`src/rtl/counter_seq_monitor_if.sv`:
```
`default_nettype none
// ============================================================================
//  Module   : counter_seq_monitor_if
//  Purpose  : Sample/status bundle between a counter consumer and the
//             sequence monitor that checks the counter's +1 progression.
//  Revision : 1.0 - initial release
// ============================================================================
interface counter_seq_monitor_if #(
   parameter int WIDTH = 4,
   parameter int CNT_W = 8
);
   logic             EN;
   logic [WIDTH-1:0] D;
   logic             CLR_CNT;
   logic             LOCK;
   logic             ERR;
   logic             WRAP;
   logic [WIDTH-1:0] EXP;
   logic [CNT_W-1:0] ERR_CNT;

   // Side that supplies samples and reads status
   modport master (
      output EN, D, CLR_CNT,
      input  LOCK, ERR, WRAP, EXP, ERR_CNT
   );

   // Monitor side
   modport slave (
      input  EN, D, CLR_CNT,
      output LOCK, ERR, WRAP, EXP, ERR_CNT
   );
endinterface
`default_nettype wire

```
`src/rtl/counter_seq_monitor.sv`:
```
`default_nettype none
// ============================================================================
//  Module   : counter_seq_monitor
//  Purpose  : Checks that a sampled counter bus advances by exactly +1 mod
//             2^WIDTH. Locks after LOCK_LEN good steps, pulses ERR on misses
//             while locked, unlocks after UNLOCK_LEN consecutive misses and
//             keeps a saturating error count.
//  Revision : 1.0 - initial release
// ============================================================================
module counter_seq_monitor #(
   parameter int WIDTH      = 4,
   parameter int LOCK_LEN   = 4,
   parameter int UNLOCK_LEN = 2,
   parameter int CNT_W      = 8
) (
   input  wire logic             CLK,
   input  wire logic             RST,
   counter_seq_monitor_if.slave  bus
);

   typedef enum logic [1:0] {
      S_HUNT   = 2'd0,
      S_SYNC   = 2'd1,
      S_LOCKED = 2'd2
   } state_t;

   localparam logic [WIDTH-1:0] C_ONE      = WIDTH'(1);
   localparam logic [CNT_W-1:0] C_CNT_ONE  = CNT_W'(1);
   localparam logic [3:0]       C_LOCK_LEN = 4'(LOCK_LEN);
   localparam logic [3:0]       C_UNL_LEN  = 4'(UNLOCK_LEN);

   state_t           state_q;
   logic [WIDTH-1:0] prev_q;
   logic [3:0]       match_cnt_q;
   logic [3:0]       miss_cnt_q;
   logic             lock_q;
   logic             err_q;
   logic             wrap_q;
   logic [WIDTH-1:0] exp_q;
   logic [CNT_W-1:0] err_cnt_q;

   logic [WIDTH-1:0] inc_d;
   logic             match_d;
   logic             err_d;

   // Match detection against the previous sample and the error-pulse condition
   always_comb begin
      inc_d   = prev_q + C_ONE;
      match_d = (bus.D == inc_d);
      err_d   = bus.EN && (state_q == S_LOCKED) && !match_d;
   end

   // Lock FSM with registered LOCK/ERR/WRAP/EXP; every enabled sample re-aligns prev
   always_ff @(posedge CLK) begin
      if (!RST) begin
         state_q     <= S_HUNT;
         prev_q      <= '0;
         match_cnt_q <= '0;
         miss_cnt_q  <= '0;
         lock_q      <= 1'b0;
         err_q       <= 1'b0;
         wrap_q      <= 1'b0;
         exp_q       <= '0;
      end else begin
         err_q  <= 1'b0;
         wrap_q <= 1'b0;
         if (bus.EN) begin
            prev_q <= bus.D;
            exp_q  <= bus.D + C_ONE;
            case (state_q)
               S_SYNC: begin
                  if (match_d) begin
                     match_cnt_q <= match_cnt_q + 4'd1;
                     if ((match_cnt_q + 4'd1) == C_LOCK_LEN) begin
                        state_q    <= S_LOCKED;
                        lock_q     <= 1'b1;
                        miss_cnt_q <= '0;
                     end
                  end else begin
                     match_cnt_q <= '0;
                  end
               end
               S_LOCKED: begin
                  if (match_d) begin
                     miss_cnt_q <= '0;
                     wrap_q     <= (bus.D == '0);
                  end else begin
                     err_q      <= 1'b1;
                     miss_cnt_q <= miss_cnt_q + 4'd1;
                     if ((miss_cnt_q + 4'd1) == C_UNL_LEN) begin
                        state_q     <= S_HUNT;
                        lock_q      <= 1'b0;
                        match_cnt_q <= '0;
                     end
                  end
               end
               // HUNT and any unused encoding: take this sample as the new base
               default: begin
                  match_cnt_q <= '0;
                  lock_q      <= 1'b0;
                  state_q     <= S_SYNC;
               end
            endcase
         end
      end
   end

   // Saturating error counter; a clear coinciding with an error leaves a count of one
   always_ff @(posedge CLK) begin
      if (!RST) begin
         err_cnt_q <= '0;
      end else if (bus.CLR_CNT) begin
         err_cnt_q <= err_d ? C_CNT_ONE : '0;
      end else if (err_d && (err_cnt_q != '1)) begin
         err_cnt_q <= err_cnt_q + C_CNT_ONE;
      end
   end

   assign bus.LOCK    = lock_q;
   assign bus.ERR     = err_q;
   assign bus.WRAP    = wrap_q;
   assign bus.EXP     = exp_q;
   assign bus.ERR_CNT = err_cnt_q;

endmodule
`default_nettype wire

```
`src/flat_wrapper.sv`:
```
// flat-port wrapper written by rule: the top's interface ports become plain ports
module counter_seq_monitor_flat 
#(
   parameter int WIDTH      = 4,
   parameter int LOCK_LEN   = 4,
   parameter int UNLOCK_LEN = 2,
   parameter int CNT_W      = 8
)
  (CLK, RST, bus_EN, bus_D, bus_CLR_CNT, bus_LOCK, bus_ERR, bus_WRAP, bus_EXP, bus_ERR_CNT);
  counter_seq_monitor_if #(.WIDTH(WIDTH), .CNT_W(CNT_W)) bus_i ();
  input  wire logic CLK;
  input  wire logic RST;
  input wire logic [$bits(bus_i.EN)-1:0] bus_EN;
  input wire logic [$bits(bus_i.D)-1:0] bus_D;
  input wire logic [$bits(bus_i.CLR_CNT)-1:0] bus_CLR_CNT;
  output wire logic [$bits(bus_i.LOCK)-1:0] bus_LOCK;
  output wire logic [$bits(bus_i.ERR)-1:0] bus_ERR;
  output wire logic [$bits(bus_i.WRAP)-1:0] bus_WRAP;
  output wire logic [$bits(bus_i.EXP)-1:0] bus_EXP;
  output wire logic [$bits(bus_i.ERR_CNT)-1:0] bus_ERR_CNT;
  assign bus_i.EN = bus_EN;
  assign bus_i.D = bus_D;
  assign bus_i.CLR_CNT = bus_CLR_CNT;
  assign bus_LOCK = bus_i.LOCK;
  assign bus_ERR = bus_i.ERR;
  assign bus_WRAP = bus_i.WRAP;
  assign bus_EXP = bus_i.EXP;
  assign bus_ERR_CNT = bus_i.ERR_CNT;
  counter_seq_monitor #(.WIDTH(WIDTH), .LOCK_LEN(LOCK_LEN), .UNLOCK_LEN(UNLOCK_LEN), .CNT_W(CNT_W)) u_core (.CLK(CLK), .RST(RST), .bus(bus_i));
endmodule
```
`config.mk`:
```
export PLATFORM = sky130hd
export DESIGN_NAME = counter_seq_monitor_flat
export DESIGN_NICKNAME = d
export VERILOG_FILES = /design/src/rtl/counter_seq_monitor_if.sv /design/src/rtl/counter_seq_monitor.sv /design/src/flat_wrapper.sv
export SDC_FILE = /design/constraint.sdc
export NUM_CORES = 1
export LEC_CHECK = 0
export ABC_AREA = 1
export CORE_MARGIN = 10
export CORE_UTILIZATION = 65
export CTS_BUF_LIST = sky130_fd_sc_hd__clkbuf_4
export DETAILED_ROUTE_END_ITERATION = 10
export DONT_BUFFER_PORTS = 1
export PLACE_DENSITY_LB_ADDON = 0.15
export SLEW_MARGIN = 10
export SYNTH_ARGS = -nofsm -noshare
export SYNTH_HDL_FRONTEND = slang
export SYNTH_SLANG_ARGS = --single-unit
```
`constraint.sdc`:
```
create_clock -name CLK -period 1.64 [get_ports CLK]
set_input_delay 0.082 -clock CLK [delete_from_list [all_inputs] [get_ports CLK]]
set_output_delay 0.082 -clock CLK [all_outputs]
set_load 0.01 [all_outputs]
```
==> flow_summary.yaml, run 1 <==
worst_setup_path:
  critPathMaxFanout: 5
  crit_type: "register to register"
  worstPathRequired_ns: 1.91
  arrival_ns: 1.93
  cp-start-kind: "register"
  endpoint_kind: "register"
clock_network:
  insertion_delay_ns: 0.32
  clockBufferDepth: 2
  hold_buffers: 9
  cts.reportedPaths.clkPinSlew_ns: 0.15
  cts_setup_buffers: 0
  clock-sinks: 28
  htree_levels: 1
  numCtsBuffers: 3
  cts_tree: "built"
  cts-root-buf: "clkbuf_4"
pwr:
  pwr_density_cell_mw_per_mm2: 824
  p_leak_uw: 0.000940
  vdd_ir_drop_max_v: 0.000571
hold_path:
  min_path_type: "primary input to register"
yosys:
  ys_types: 26
  synth_area_sq_mm: 0.00166
  synthArstFlopShare_pct: 0
  yosysWarnings: 0
  yosys_most_used_dff: "dfxtp_1"
  ys_ff_latch: 28
  yosysSeqAreaShare_pct: 33.7
  synth_nets: 270
  synth_edf_count: 0
  syn_area_per_cell_sq_um: 6.60
  netlist_instances: 252
timing:
  setup_ws_ns: -0.0175
  fmax_mhz: 603
  skew_ns: 0.00567
  finalSetupTns_ns: -0.0175
  min_period_ns: 1.66
  slew_viol_final: 0
  worst_slew_pin_slew_ns: 0.457
  hold_viol: 9
  hold_slack_ns: -0.145
  slew_headroom_pct: 69.5
  rsz0062_at_grt: "yes"
  fin_crit_sh_pct: 101
  finalSetupViolations: 1
global_route:
  grt_first_pass_wirelength_um: 6710
  grt_max_degree: 15
  grt_pass1_vias: 1504
  grt_overflow: 0
  antenna_found_initial: 0
  gr-usage-all-layers_pct: 15.5
detailed_routing:
  dr.pass1.iters: 4
  via_per_inst: 5.42
  ant_nets: 0
  drc_errors: 0
  drt-initial-drc-count: 236
  wl_per_cell_um: 13.6
  drt_wl_total_um: 4200
  vias: 1675
place:
  io_buffers: 0
  placed_cell_area_sq_mm: 0.00182
  place_ws_ns: 0.0270
  dp_hpwl_um: 2790
  gp_congestion: 0.899
run_status:
  status: "finished with violations"
  violations: "negative hold slack, negative setup slack"
floorplan:
  start_util_pct: 67.7
  fp.coreArea_sq_mm: 0.00245
  die_w_um: 70.6
  dieArea_sq_mm: 0.00498
  io_pins: 23
  die_h_um: 70.6
  num_rows: 18
cells_and_area:
  final_nets: 299
  fin_util_pct: 81.1
  layout-drive-gt1-share_pct: 17.2
  synthToLayoutAreaGrowth_pct: 19.7
  design_area_sq_mm: 0.00199
  antennaDiodeCount: 0
flow_run:
  maxCapViolations: 0
==> timing repair <==
| action | CTS | global route |
|---|---|---|
| setup endpoints to repair | 2 | 18 |
| cloned | 0 | 0 |
| pin swaps | 0 | 6 |
| resized for setup | 1 | 17 |
| hold endpoints to repair | 25 | 9 |
==> cells in the final DEF (no fill, tap or decap), drive strengths merged <==
cell type    netlist  final
a211oi             2      2
a21oi             12     12
buf                3     19
clkbuf             1      3
clkinv             1      1
dfxtp             28     28
dlygate4sd3        0      9
ha                10     10
inv               31     31
nand2             71     71
nand3             17     17
nand4              6      6
nor2              52     52
nor3               3      3
nor3b              1      1
o21ai              8      8
xnor2              2      2
xor2               4      4
==> path summary, 6_finish.rpt <==
kind | startpoint | to | slack, ns | cells after the start
min reg2reg | u_core.prev_q[3]$_SDFFE_PN0P_ | u_core.prev_q[3]$_SDFFE_PN0P_ | 0.51 | 2
max reg2reg | u_core.prev_q[1]$_SDFFE_PN0P_ | u_core.match_cnt_q[3]$_SDFFE_PN0P_ | -0.02 | 12
min | RST | u_core.miss_cnt_q[2]$_SDFFE_PN0P_ | -0.14 | 2
max | u_core.prev_q[1]$_SDFFE_PN0P_ | u_core.match_cnt_q[3]$_SDFFE_PN0P_ | -0.02 | 12
==> metrics by stage <==
step	power [uW]	instances	hold slack (ns)
6_report	1640	309	-0.145
5_1_grt	1750	309	-0.138
4_1_cts	1600	309	-0.149
3_5_place_dp	1310	297	0.181
3_3_place_gp	1300	297	0.173
2_1_floorplan	1160	252	0.171
==> kinds of logic after synthesis <==
family,count (synthesis),share of synthesized area [%]
XOR/XNOR,6,3.16
AO/OA/AOI/OAI,22,6.92
buffers and inverters,36,8.73
AND/OR/NAND/NOR,150,40.0
flip-flops,28,33.7
adder cells (fa/ha/maj),10,7.52
==> registers in the layout, summed over array words and instances, names as in the netlist <==
| name | count |
|---|---|
| u_core.bus.LOCK | 1 |
| u_core.bus.WRAP | 1 |
| u_core.bus.ERR | 1 |
| u_core.miss_cnt_q | 4 |
| u_core.prev_q | 4 |
| u_core.bus.EXP | 4 |
| u_core.bus.ERR_CNT | 8 |
| u_core.match_cnt_q | 4 |
| u_core.state_q | 1 |
==> layer usage <==
metal	up-vias	part of all wire (%)	track usage [%]
met3	14	7.1	3.49
met5	-	0	0
li1	848	-	-
met4	0	1.8	4.73
met1	739	42	18.4
met2	74	49	27.2
==> synth_stat cells (all sizes together) (3+ instances only) <==
library cell,n,share of area (%)
a21oi,12,3.6
buf,3,1.3
dfxtp,28,34
ha,10,7.5
inv,31,7.0
nand2,71,17
nand3,17,5.7
nand4,6,2.3
nor2,52,13
nor3,3,1.2
o21ai,8,2.4
xor2,4,2.1
==> where the power goes <==
part           total [uW]  internal [uW]  leakage [uW]  switching [uW]
logic                 558            234      0.000696             324
clock network         279           86.1     0.0000138             193
registers             804            745      0.000230            58.2
total                1640           1070      0.000940             576
==> worst max-delay path, stage by stage (launching register included) <==
cell and delay [ns]:
dfxtp_2 0.37, ha_4 0.28, inv_1 0.06, nand2_2 0.07
nand3_2 0.09, nor2_4 0.15, nand2_4 0.11, buf_6 0.14
nor2_4 0.09, nand2_1 0.06, nand2_1 0.06, nand2_1 0.06
nor2_2 0.08
==> layout make-up <==
type	count	area (sq um)
repair buffers	28	240
inverters	32	120
well taps	30	37.5
multi-input cells	188	1000
clock buffers	3	22.5
fillers	158	464
flip-flops and latches	28	566
(Power assumes the default switching activity.)
==> inputs of run 2 (changes only) <==
--- a/config.mk
+++ b/config.mk
@@ -5,7 +5,6 @@
 export SDC_FILE = /design/constraint.sdc
 export NUM_CORES = 1
 export LEC_CHECK = 0
-export ABC_AREA = 1
 export CORE_MARGIN = 10
 export CORE_UTILIZATION = 65
 export CTS_BUF_LIST = sky130_fd_sc_hd__clkbuf_4
==> flow_summary.yaml, run 2 <==
run_status:
  stop_stage: "global routing (5_1_grt)"
  tool.error: "[ERROR DPL-0038] Utilization greater than 100%, impossible to legalize"
  status: "aborted with a tool error"
yosys:
  ys_types: 42
  synth_nets: 193
  synth_edf_count: 0
  ys_top_cells_by_count: "28 x dfxtp_1, 18 x nor2_1, 14 x nand2_1"
  yosysTopAreaCell: "dfxtp_1"
  synth_top_cell_area_share_pct: 36.3
  yosysWarnings: 0
  synthTopCellsByArea: "dfxtp_1 36%, ha_1 8.1%, mux2i_1 5.8%"
  post-synth-top-count-cell: "dfxtp_1"
  yosys_most_used_dff: "dfxtp_1"
  syn_area_per_cell_sq_um: 8.83
  yosysSeqAreaShare_pct: 36.3
  netlist_instances: 175
  ys_ff_latch: 28
  synthArstFlopShare_pct: 0
  synth_area_sq_mm: 0.00155
place:
  placed_cell_area_sq_mm: 0.00176
  place_ws_ns: -0.144
  gp_congestion: 0.840
  dp_hpwl_um: 2900
  io_buffers: 0
  placed_cells: 223
timing:
  worst_endpoint_kind: "register data pin"
  grt_worst_setup_endpoint: "u_core.match_cnt_q[3]$_SDFFE_PN0P_/D"
clock_network:
  htree_levels: 1
  clock-sinks: 28
  numCtsBuffers: 3
  clockBufferDepth: 2
  cts-root-buf: "clkbuf_4"
floorplan:
  io_pins: 23
  die_w_um: 68.8
  start_util_pct: 69.2
  num_rows: 17
  die_h_um: 68.8
global_route:
  grt_max_degree: 16
==> run 2: changes by cell type after synthesis, sizes merged, moves of 6 or more <==
cell   change
nand3      -6
nor2      -33
inv       -21
mux2i      +9
nand2     -57
a21oi      -6
==> run 2: what timing repair did <==
item	CTS
setup endpoints to repair	18
resized for setup	8
hold buffers	14
buffers inserted	2
hold endpoints to repair	16
pin swaps	5
==> run 2: per-stage QoR <==
stage | hold slack, ns | TNS (ns)
detailed placement | 0.178 | -1.24
global placement | 0.170 | -0.423
floorplan | 0.159 | -0.288
CTS | 0.0322 | -0.997
==> run 2: logic make-up after synthesis <==
logic type / count (synthesis) / synth area share, %
buffers and inverters: 17 / 5.10
XOR/XNOR: 11 / 7.13
adder cells (fa/ha/maj): 10 / 8.10
AO/OA/AOI/OAI: 30 / 14.0
multiplexers: 10 / 6.80
flip-flops: 28 / 36.3
AND/OR/NAND/NOR: 69 / 22.6
==> inputs of run 3 (changes only) <==
--- a/config.mk
+++ b/config.mk
@@ -6,8 +6,7 @@
 export NUM_CORES = 1
 export LEC_CHECK = 0
 export CORE_MARGIN = 10
-export CORE_UTILIZATION = 65
-export CTS_BUF_LIST = sky130_fd_sc_hd__clkbuf_4
+export CORE_UTILIZATION = 40
 export DETAILED_ROUTE_END_ITERATION = 10
 export DONT_BUFFER_PORTS = 1
 export PLACE_DENSITY_LB_ADDON = 0.15
==> flow_summary.yaml, run 3 <==
yosys:
  yosysWarnings: 0
  synth_area_sq_mm: 0.00155
  synth_nets: 193
  yosys_most_used_dff: "dfxtp_1"
  ys_top_cells_by_count: "28 x dfxtp_1, 18 x nor2_1, 14 x nand2_1"
  yosysTopAreaCell: "dfxtp_1"
  yosysSeqAreaShare_pct: 36.3
  synthTopCellsByArea: "dfxtp_1 36%, ha_1 8.1%, mux2i_1 5.8%"
  post-synth-top-count-cell: "dfxtp_1"
  syn_area_per_cell_sq_um: 8.83
  synth_edf_count: 0
  ys_ff_latch: 28
  ys_types: 42
  synth_top_cell_area_share_pct: 36.3
  netlist_instances: 175
  synthArstFlopShare_pct: 0
detailed_routing:
  ant_nets: 0
  drc_errors: 0
  dr.pass1.iters: 4
  drt_wl_total_um: 3950
  wl_per_cell_um: 14.8
  drt-initial-drc-count: 74
  vias: 1418
  via_per_inst: 5.33
floorplan:
  io_pins: 23
  dieArea_sq_mm: 0.00675
  fp.coreArea_sq_mm: 0.00369
  die_h_um: 82.2
  die_w_um: 82.2
  num_rows: 22
  start_util_pct: 41.9
worst_setup_path:
  max_stage_delay_ns: 0.37
  critPathMaxFanout: 4
  crit_chain: "ha_4 -> xnor2_4 -> nand3_4 -> or2_4 -> a41o_1 -> mux2_4 -> nor2_2"
  cp_slowest_cell: "dfxtp_4"
  crit_buf_inv: 0
  crit_type: "register to register"
  r2r_end: "u_core.match_cnt_q[0]$_SDFFE_PN0P_"
  arrival_ns: 1.97
  cp-start-kind: "register"
  critPathTopFamily: "simple AND/OR/NAND/NOR gates"
  r2r_start: "u_core.prev_q[0]$_SDFFE_PN0P_"
  endpoint_kind: "register"
  worstPathRequired_ns: 1.86
  r2r_slack_ns: -0.11
  r2r_cells: 7
  crit_start: "u_core.prev_q[0]$_SDFFE_PN0P_"
place:
  dp_hpwl_um: 2740
  gp_congestion: 0.811
  placed_cells: 243
  io_buffers: 0
  placed_cell_area_sq_mm: 0.00179
pwr:
  combPwrFrac_pct: 16.9
  pwr-share-clk_pct: 28.9
  p_sw_share_pct: 25.5
  vdd_ir_drop_max_v: 0.000371
  power_frac_seq_pct: 54.2
  p_switching_uw: 334
  intPower_uw: 979
  total_power_uw: 1310
  p_leak_uw: 0.000839
  pwr_density_cell_mw_per_mm2: 597
hold_path:
  whs_endpoint: "u_core.match_cnt_q[0]$_SDFFE_PN0P_"
  worstHoldStart: "RST"
  min_path_type: "primary input to register"
  hold_path_depth: 2
timing:
  finalSetupViolations: 8
  slew_headroom_pct: 63.7
  fmax_mhz: 570
  setup_ws_ns: -0.115
  slew_viol_final: 0
  fin_crit_sh_pct: 107
  min_period_ns: 1.75
  rsz0062_at_grt: "yes"
  skew_ns: 0.00425
  hold_viol: 0
  worst_slew_pin_slew_ns: 0.545
clock_network:
  cts.reportedPaths.clkPinSlew_ns: 0.09
  cts-root-buf: "clkbuf_8"
  insertion_delay_ns: 0.27
  clock-sinks: 28
  numCtsBuffers: 3
  cts_tree: "built"
  clockBufferDepth: 2
  htree_levels: 1
cells_and_area:
  layout-drive-gt1-share_pct: 33.5
  final_nets: 238
  synthToLayoutAreaGrowth_pct: 42.3
  design_area_sq_mm: 0.00220
  largest_reg_flops: 8
  finalNonFillerCells: 266
  final_cell_mix: "31 x buf_4, 24 x dfxtp_1, 16 x nor2_1"
  antennaDiodeCount: 0
  final_common_cell: "buf_4"
global_route:
  antenna_found_initial: 0
  grt_overflow: 0
  grt_pass1_vias: 1431
  gr-usage-all-layers_pct: 12.3
  grt_max_degree: 15
  grt_first_pass_wirelength_um: 6720
run_status:
  violations: "negative setup slack"
  status: "finished with violations"
flow_run:
  maxCapViolations: 0
## run 3: cell counts after synthesis
No cell type changed its count.
## run 3: how the worst max path moves through the flow
| stage | to | slack [ns] | depth (start not counted) |
|---|---|---|---|
| floorplan | u_core.match_cnt_q[0]$_SDFFE_PN0P_ | -0.08 | 8 |
| CTS | u_core.match_cnt_q[0]$_SDFFE_PN0P_ | -0.08 | 7 |
| global route | u_core.match_cnt_q[0]$_SDFFE_PN0P_ | -0.18 | 7 |
| finish | u_core.match_cnt_q[0]$_SDFFE_PN0P_ | -0.11 | 7 |
| global placement | u_core.miss_cnt_q[0]$_SDFFE_PN0P_ | -0.08 | 7 |
| detailed placement | u_core.state_q[0]$_SDFFE_PN0P_ | -0.14 | 7 |
## run 3: power groups by stage
| stage | Sequential, uW | Clock (uW) | Combinational [uW] |
|---|---|---|---|
| after floorplan | 727 | 0 | 109 |
| after global placement | 728 | 0 | 135 |
| after detailed placement | 728 | 0 | 139 |
| after CTS | 713 | 393 | 179 |
| after global routing | 714 | 419 | 241 |
| final | 712 | 379 | 221 |
## run 3: area by class of cell
cell class / count / area [sq um]
Inverter: 11 / 41.3
Multi-Input combinational cell: 131 / 1110
Fill cell: 338 / 1490
Clock buffer: 3 / 41.3
Sequential cell: 28 / 568
Timing Repair Buffer: 45 / 377
Tap cell: 48 / 60.1
## run 3: layer usage
metal	vias to the layer above	GRT usage, %	routed length (um)
met5	-	0	0
met4	0	3.06	27
met3	4	3.24	173
met2	15	21.1	2020
met1	688	14.9	1730
li1	711	-	-
## run 3: logic make-up after synthesis
family	Yosys count	synth area share (%)
fa+ha+maj	10	8.10
buf+inv	17	5.10
mux	10	6.80
xor+xnor	11	7.13
simple gates	69	22.6
compound gates	30	14.0
flops	28	36.3
## run 3: through the flow
| step | setup slack, ns | setup TNS (ns) | util (%) | hold slack (ns) |
|---|---|---|---|---|
| after floorplan | -0.0848 | -0.288 | - | 0.159 |
| after global placement | -0.0837 | -0.728 | 48.5 | 0.176 |
| after detailed placement | -0.138 | -1.30 | 48.5 | 0.178 |
| after CTS | -0.0817 | -0.473 | 55.3 | 0.00721 |
| after global routing | -0.181 | -1.41 | 59.6 | 0.00733 |
| final | -0.115 | -0.335 | 59.6 | 0.0147 |
## run 3: worst register-to-register path, stage by stage, from the launching register on
cell and delay, ns:
dfxtp_4 0.37, ha_4 0.29, xnor2_4 0.12, nand3_4 0.11
or2_4 0.27, a41o_1 0.21, mux2_4 0.27, nor2_2 0.07
## run 3: what timing repair did
action	4_1_cts	5_1_grt
gates resized for setup	11	26
pin swaps	5	9
setup endpoints to repair	17	20
cloned	0	1
hold buffers	13	0
buffers inserted	3	3
hold endpoints to repair	16	0
